File: src/rtl/spike_isi_monitor.sv
`default_nettype none
// ============================================================================
// Module      : spike_isi_monitor
// Description : Edge-detects the neuron core's spike level, measures
//               inter-spike intervals in clock cycles, and queues them in a
//               first-word-fall-through FIFO with a valid/ready read port.
//               Also reports a windowed spike rate and a burst flag.
// Revision    : 1.0 - initial release
// ============================================================================
module spike_isi_monitor #(
  parameter int ISI_W      = 8,
  parameter int FIFO_DEPTH = 4,
  parameter int WINDOW     = 1024,
  parameter int BURST_ISI  = 4
) (
  input  logic             clk,
  input  logic             reset_n,
  input  logic             spike_in,
  input  logic             en,
  input  logic             isi_ready,
  output logic             isi_valid,
  output logic [ISI_W-1:0] isi_data,
  output logic [7:0]       rate,
  output logic             rate_valid,
  output logic             burst,
  output logic             fifo_overflow
);

  localparam int PTR_W = $clog2(FIFO_DEPTH);
  localparam int CNT_W = PTR_W + 1;
  localparam int WIN_W = $clog2(WINDOW);

  localparam logic [ISI_W-1:0] ISI_MAX   = '1;
  localparam logic [ISI_W:0]   BURST_LIM = (ISI_W+1)'(BURST_ISI);
  localparam logic [CNT_W-1:0] FULL_CNT  = CNT_W'(FIFO_DEPTH);
  localparam logic [WIN_W-1:0] WIN_LAST  = WIN_W'(WINDOW - 1);

  typedef enum logic [0:0] {
    IDLE  = 1'b0,
    TRACK = 1'b1
  } state_t;

  logic             s1_q, s2_q;
  state_t           state_q, state_d;
  logic [ISI_W-1:0] isi_cnt_q, isi_cnt_d;
  logic             burst_q, burst_d;
  logic             push;

  logic [ISI_W-1:0] mem_q [FIFO_DEPTH];
  logic [PTR_W-1:0] wr_ptr_q, rd_ptr_q;
  logic [CNT_W-1:0] count_q;
  logic             ovf_q;

  logic [WIN_W-1:0] win_cnt_q;
  logic [7:0]       spk_cnt_q;
  logic [7:0]       rate_q;
  logic             rate_valid_q;

  logic             spike_event;
  logic [ISI_W:0]   cnt_inc;
  logic [ISI_W-1:0] isi_sat;
  logic             fifo_pop;
  logic             fifo_full;
  logic             fifo_wr;
  logic [7:0]       spk_next;

  // Rising edge of the sampled spike level, only while the monitor is enabled
  assign spike_event = s1_q & ~s2_q & en;

  // isi_cnt+1 doubles as the measured interval and the saturating increment
  assign cnt_inc = {1'b0, isi_cnt_q} + (ISI_W+1)'(1);
  assign isi_sat = cnt_inc[ISI_W] ? ISI_MAX : cnt_inc[ISI_W-1:0];

  // Two-flop sampler of the spike level for edge detection
  always_ff @(posedge clk) begin
    if (!reset_n) begin
      s1_q <= 1'b0;
      s2_q <= 1'b0;
    end else begin
      s1_q <= spike_in;
      s2_q <= s1_q;
    end
  end

  // IDLE/TRACK state, interval counter and burst flag registers
  always_ff @(posedge clk) begin
    if (!reset_n) begin
      state_q   <= IDLE;
      isi_cnt_q <= '0;
      burst_q   <= 1'b0;
    end else begin
      state_q   <= state_d;
      isi_cnt_q <= isi_cnt_d;
      burst_q   <= burst_d;
    end
  end

  // Next state: the first event only arms tracking; later events emit an ISI.
  // Burst clears as soon as the interval in progress can no longer end within
  // BURST_ISI cycles, i.e. when the post-increment count plus one exceeds it.
  always_comb begin
    state_d   = state_q;
    isi_cnt_d = isi_cnt_q;
    burst_d   = burst_q;
    push      = 1'b0;
    if (!en) begin
      state_d   = IDLE;
      isi_cnt_d = '0;
      burst_d   = 1'b0;
    end else begin
      case (state_q)
        IDLE: begin
          isi_cnt_d = '0;
          if (spike_event) begin
            state_d = TRACK;
          end
        end
        TRACK: begin
          if (spike_event) begin
            push      = 1'b1;
            isi_cnt_d = '0;
            burst_d   = ({1'b0, isi_sat} <= BURST_LIM);
          end else begin
            isi_cnt_d = isi_sat;
            if (cnt_inc >= BURST_LIM) begin
              burst_d = 1'b0;
            end
          end
        end
        default: begin
          state_d   = IDLE;
          isi_cnt_d = '0;
        end
      endcase
    end
  end

  // A push into a full FIFO is accepted only when a pop frees the head slot
  assign fifo_pop  = (count_q != '0) & isi_ready;
  assign fifo_full = (count_q == FULL_CNT);
  assign fifo_wr   = push & (~fifo_full | fifo_pop);

  // FIFO storage; contents need no reset since the count gates visibility
  always_ff @(posedge clk) begin
    if (fifo_wr) begin
      mem_q[wr_ptr_q] <= isi_sat;
    end
  end

  // FIFO pointers, occupancy and sticky overflow flag
  always_ff @(posedge clk) begin
    if (!reset_n) begin
      wr_ptr_q <= '0;
      rd_ptr_q <= '0;
      count_q  <= '0;
      ovf_q    <= 1'b0;
    end else begin
      if (fifo_wr) begin
        wr_ptr_q <= wr_ptr_q + PTR_W'(1);
      end
      if (fifo_pop) begin
        rd_ptr_q <= rd_ptr_q + PTR_W'(1);
      end
      if (fifo_wr && !fifo_pop) begin
        count_q <= count_q + CNT_W'(1);
      end else if (!fifo_wr && fifo_pop) begin
        count_q <= count_q - CNT_W'(1);
      end
      if (push && !fifo_wr) begin
        ovf_q <= 1'b1;
      end
    end
  end

  // Saturating spike count including this cycle's event
  assign spk_next = (spike_event && (spk_cnt_q != 8'hFF)) ? spk_cnt_q + 8'd1 : spk_cnt_q;

  // Rate window: counters freeze while disabled, result latched at window end
  always_ff @(posedge clk) begin
    if (!reset_n) begin
      win_cnt_q    <= '0;
      spk_cnt_q    <= '0;
      rate_q       <= '0;
      rate_valid_q <= 1'b0;
    end else begin
      rate_valid_q <= 1'b0;
      if (en) begin
        if (win_cnt_q == WIN_LAST) begin
          win_cnt_q    <= '0;
          rate_q       <= spk_next;
          rate_valid_q <= 1'b1;
          spk_cnt_q    <= '0;
        end else begin
          win_cnt_q <= win_cnt_q + WIN_W'(1);
          spk_cnt_q <= spk_next;
        end
      end
    end
  end

  assign isi_valid     = (count_q != '0);
  assign isi_data      = isi_valid ? mem_q[rd_ptr_q] : '0;
  assign rate          = rate_q;
  assign rate_valid    = rate_valid_q;
  assign burst         = burst_q;
  assign fifo_overflow = ovf_q;

endmodule
`default_nettype wire

File: config.mk
export PLATFORM = sky130hd
export DESIGN_NAME = spike_isi_monitor
export DESIGN_NICKNAME = d
export VERILOG_FILES = /design/src/rtl/spike_isi_monitor.sv
export SDC_FILE = /design/constraint.sdc
export NUM_CORES = 1
export LEC_CHECK = 0
export CORE_ASPECT_RATIO = 1.4
export CORE_MARGIN = 8
export CORE_UTILIZATION = 28
export CTS_CLUSTER_SIZE = 40
export DETAILED_ROUTE_END_ITERATION = 7
export MAX_ROUTING_LAYER = met4
export PLACE_DENSITY_LB_ADDON = 0.12
export SLEW_MARGIN = 20
export SYNTH_ARGS = -nofsm -noshare
export SYNTH_HDL_FRONTEND = slang
export SYNTH_SLANG_ARGS = --single-unit
File: constraint.sdc
create_clock -name clk -period 3.2 [get_ports clk]
set_input_delay 0.32 -clock clk [delete_from_list [all_inputs] [get_ports clk]]
set_output_delay 0.32 -clock clk [all_outputs]
set_load 0.02 [all_outputs]
==> After elaboration in Yosys (flattened, before gate mapping) <==
Memories as Yosys holds them, arrays and structs flattened. A register that Yosys moved wholly into a read port is not among the register bits.
Cells that the tools add are included.
{ "word_totals": {"wordCells": 66, "out_inout_bits": 20, "in_bits": 5, "ramBits": 32, "n_memories": 1, "reg_bits": 47} }
{ "memory_table": {"columns": ["memory", "depth", "width", "read_ports", "rd_clocked_by_memory_dff", "write_ports", "line_no", "rtl"], "rows": [
  ["mem_q", 4, 8, 1, 1, 1, "49", "logic [ISI_W-1:0] mem_q [FIFO_DEPTH];"]
]} }
{ "op_classes": {"n_mux": 20, "n_lt_le_gt_ge": 2, "reduce_logical": 12, "n_bitwise": 8, "n_eq_ne": 3, "n_addsub": 7} }
{ "op_table": {"columns": ["operator", "count"], "rows": [
  ["$mux 8", 5],
  ["$pmux 8 s2", 1],
  ["$add 10x1->10 const B", 1],
  ["$eq 10x10->1 const B", 1],
  ["$mux 10", 1],
  ["$add 8x1->9 const B", 1],
  ["$ge 9x3->1 const B", 1],
  ["$mux 1", 9],
  ["$add 8x1->8 const B", 1],
  ["$le 8x3->1 const B", 1],
  ["$ne 8x8->1 const B", 1],
  ["$mux 3", 2],
  ["$reduce_and 2->1", 3],
  ["$add 2x1->2 const B", 2],
  ["$and 1x1->1", 4],
  ["$logic_and 1x1->1", 4],
  ["$mux 2", 2],
  ["$reduce_bool 2->1", 2],
  ["$add 3x1->3 const B", 1],
  ["$eq 3x3->1 const B", 1],
  ["$not 1->1", 3],
  ["$reduce_bool 3->1", 1],
  ["$sub 3x1->3 const B", 1],
  ["$logic_not 1->1", 2],
  ["$or 1x1->1", 1]
]} }

==> Logic depth before layout (Yosys ltp) <==
{ "depth": {"ltp_word": 11, "depth_mapped": 9, "mapped_depth_nobuf": 8} }

==> Least setup slack after synthesis <==
Ideal clock, no wire load.
{ "synth_timing": {"path_type": "input -> register", "startpoint": "input en", "endpoint": "register count_q[2]", "required_time_ns": 3.124, "path_buffers": 1, "arrival_ns": 2.259, "path_slack_ns": 0.865, "setup_time_ns": 0.076, "cell_stages": 9, "path_cell_list": "clkbuf_1 > nand3b_1 > nor3b_2 > ha_1 > inv_1 > fa_1 > xor2_1 > or3_1 > a21boi_0"} }
{ "synth_between": {"elab_chain_cells": 8, "word_cells_on_any_way": 10, "cone_classes": "4 x mux; 2 x bitwise; 4 x reduce/logical"} }
{ "synth_rtl": {"columns": ["item", "line_no", "rtl"], "rows": [
  ["start: declaration", "19", "input logic en,"],
  ["$and 1x1->1", "68", "assign spike_event = s1_q & ~s2_q & en;"],
  ["$mux 1", "119", "if (spike_event) begin"],
  ["$mux 1", "111", "case (state_q)"],
  ["$mux 1 (*)", "106", "if (!en) begin"],
  ["$and 1x1->1 (*)", "141", "assign fifo_wr = push & (~fifo_full | fifo_pop);"],
  ["via fifo_wr", "64", "logic fifo_wr;"],
  ["$logic_not 1->1", "166", "end else if (!fifo_wr && fifo_pop) begin"],
  ["$logic_and 1x1->1", "166", null],
  ["$reduce_bool 2->1 (no line)", null, null],
  ["end signal: assignment", "165", "count_q <= count_q + CNT_W'(1);"],
  ["end signal: assignment", "167", "count_q <= count_q - CNT_W'(1);"],
  ["end: declaration", "51", "logic [CNT_W-1:0] count_q;"]
]} }
The timed path passes the listed nets; every way through them passes the cells marked *.
A chain may end at the register's enable or synchronous reset.

==> impl_metrics.ini <==
[run_status]
outcome = finished, final reports clean

[place]
place_ws_ns = 0.612
hpwlAfterDp_um = 5650
placed_cell_area_um2 = 4140
place_congestion = 0.724
dp.cells = 515
io_buffers = 24

[sta]
setup_violations = 0
fin_crit_ns = 2.63
fin_tns_setup_ns = 0
max_freq_mhz = 381
tightest_slew_ns = 0.844
slew-limit-headroom_pct = 43.8
finalClockSkew_ns = 0.00518
final.setup.worst_slack_ns = 0.572
rsz0062_at_grt = false
finalHoldViolCount = 0
fin_crit_sh_pct = 82.1
fin_hold_ws_ns = 0.472
slew_violations = 0

[clock_network]
numCtsBuffers = 9
clkSlewWorstSetupHoldPaths_ns = 0.06
cts_root_buf = clkbuf_16
ctsHoldBuffers = 0
ctsResizeCount = 0
cts_buffer_depth = 2
insertion_delay_ns = 0.33
cts_tree = yes
cts_sinks = 81
postCtsSetupBuffers = 0
htreeDepth = 3

[synthesis]
synth_top_area_share_pct = 26.4
ys_ff_latch = 81
synth-seq-area-share_pct = 52.2
synthesis.area_um2 = 3720
ys_async_sr_fraction_pct = 0
synthDistinctLibCells = 53
synth_top_cell_by_area = dfxtp_1
netlist_instances = 324
synth_top_flop_cell = dfxtp_1
syn_area_per_cell_um2 = 11.5
synth_commonest_cells = dfxtp_1, edfxtp_1, and2_1
yosysWarnings = 0
yosysMostFrequentCell = dfxtp_1
synth_edf_count = 32
synth_nets = 339
yosys-top-cells-area = dfxtp_1, edfxtp_1, mux4_2

[floorplan]
die_w_um = 113
core_um2 = 13200
ioPinCount = 25
std_cell_rows = 50
die-area_um2 = 17300
chipHeight_um = 152
start_util_pct = 28.2

[finish]
syn_to_final_growth_pct = 18.2
diodes = 0
stdcell_area_um2 = 4400
final_util_pct = 33.3
fin_nets = 359
finalNonFillerCells = 531
drive_gt1_share_pct = 10.9

[setup_path]
reg2reg_to = count_q[2]$_SDFFE_PN0P_
critical_path_arrival_ns = 2.31
critPathLaunchType = register
worstPathRequired_ns = 2.88
crit_chain = mux4_2, and2_1, clkdlybuf4s50_1
crit_slowest_cell = dfxtp_1
r2r.worst_path.cells = 8
slowest_delay_ns = 0.71
timing.critical_path.buf_inv = 1
r2r_setup_slack_ns = 0.79
cp_max_fo = 8
crit_type = reg -> out
path_depth = 3
cp-end-kind = output port
cpLargestDelayFamily = flip-flops
r2r-start = count_q[0]$_SDFFE_PN0P_
crit_end = isi_data[7]

[power]
power_density_nw_per_um2 = 546
total_leakage_power_nw = 1.47
power.total_mw = 2.40
peakVddDrop_v = 0.000225

[drt]
wl_per_cell_um = 14.5
vias = 2417
drt_iter0_drc = 132
routed_via_density = 4.55
firstDrtPassIters = 4
ant_nets = 0
drt_wl_total_um = 7680
drc = 0

[grt]
overflow = 0
grt_pass1_wl_um = 13100
track_usage_pct = 9.73
grt_pass1_vias = 2463
antenna_found_initial = 0
grt_start_max_net_pins = 30

[run]
drv_cap = 0

[worst_hold_path]
hold_class = reg -> reg
-- routing by layer --
layer / global-route usage [%] / vias up / wire [um]
met4: 3.44 / 0 / 96
li1: - / 1217 / -
met3: 2.22 / 6 / 245
met5: - / - / 0
met1: 11.0 / 1165 / 3430
met2: 16.4 / 29 / 3900
-- kinds of logic after synthesis --
logic type               share of synthesized area [%]
AO/OA/AOI/OAI                                     11.7
XOR/XNOR                                          4.94
adder cells (fa/ha/maj)                           3.56
buffers and inverters                             2.99
flip-flops                                        52.2
multiplexers                                      5.65
AND/OR/NAND/NOR                                   19.0
-- layout make-up --
class / instances / area [um^2]
Clock buffer: 10 / 229
Clock inverter: 6 / 35.0
Fill cell: 1346 / 8800
Inverter: 9 / 33.8
Multi-Input combinational cell: 216 / 1670
Sequential cell: 81 / 1940
Tap cell: 182 / 228
Timing Repair Buffer: 27 / 263
-- sequential cells by signal, indices dropped and copies added, names as in the netlist, 2 cells and up, named ones only --
register and count:
mem_q 32, win_cnt_q 10, isi_cnt_q 8, rate 8, spk_cnt_q 8, count_q 3
rd_ptr_q 2, wr_ptr_q 2
-- worst min-delay path by stage --
| stage | from | to | slack [ns] | cells past startpoint |
|---|---|---|---|---|
| 2_1_floorplan | spike_in | s1_q$_SDFF_PN0_ | 0.45 | 1 |
| 3_3_place_gp | rate[5]$_SDFFE_PN0P_ | rate[5]$_SDFFE_PN0P_ | 0.46 | 1 |
| 3_5_place_dp | rate[4]$_SDFFE_PN0P_ | rate[4]$_SDFFE_PN0P_ | 0.46 | 1 |
| 4_1_cts | rate[4]$_SDFFE_PN0P_ | rate[4]$_SDFFE_PN0P_ | 0.48 | 1 |
| 5_1_grt | rate[4]$_SDFFE_PN0P_ | rate[4]$_SDFFE_PN0P_ | 0.48 | 1 |
| 6_report | rate[4]$_SDFFE_PN0P_ | rate[4]$_SDFFE_PN0P_ | 0.47 | 1 |
-- where the power goes --
| part | internal (mW) | switching, mW |
|---|---|---|
| Clock | 0.518 | 0.393 |
| Sequential | 1.09 | 0.0418 |
| Combinational | 0.177 | 0.179 |
-- cells in the final DEF (no fill, tap or decap), types with 9 or more instances in the layout --
cell type / instances
nand2_1: 20
nand3_1: 10
inv_1: 9
nor2b_1: 9
edfxtp_1: 32
and2_1: 27
xnor2_1: 15
ha_1: 9
clkbuf_16: 9
dfxtp_1: 49
clkdlybuf4s50_1: 24
nor2_1: 9
Note: power is estimated with default switching activity, not from simulation.
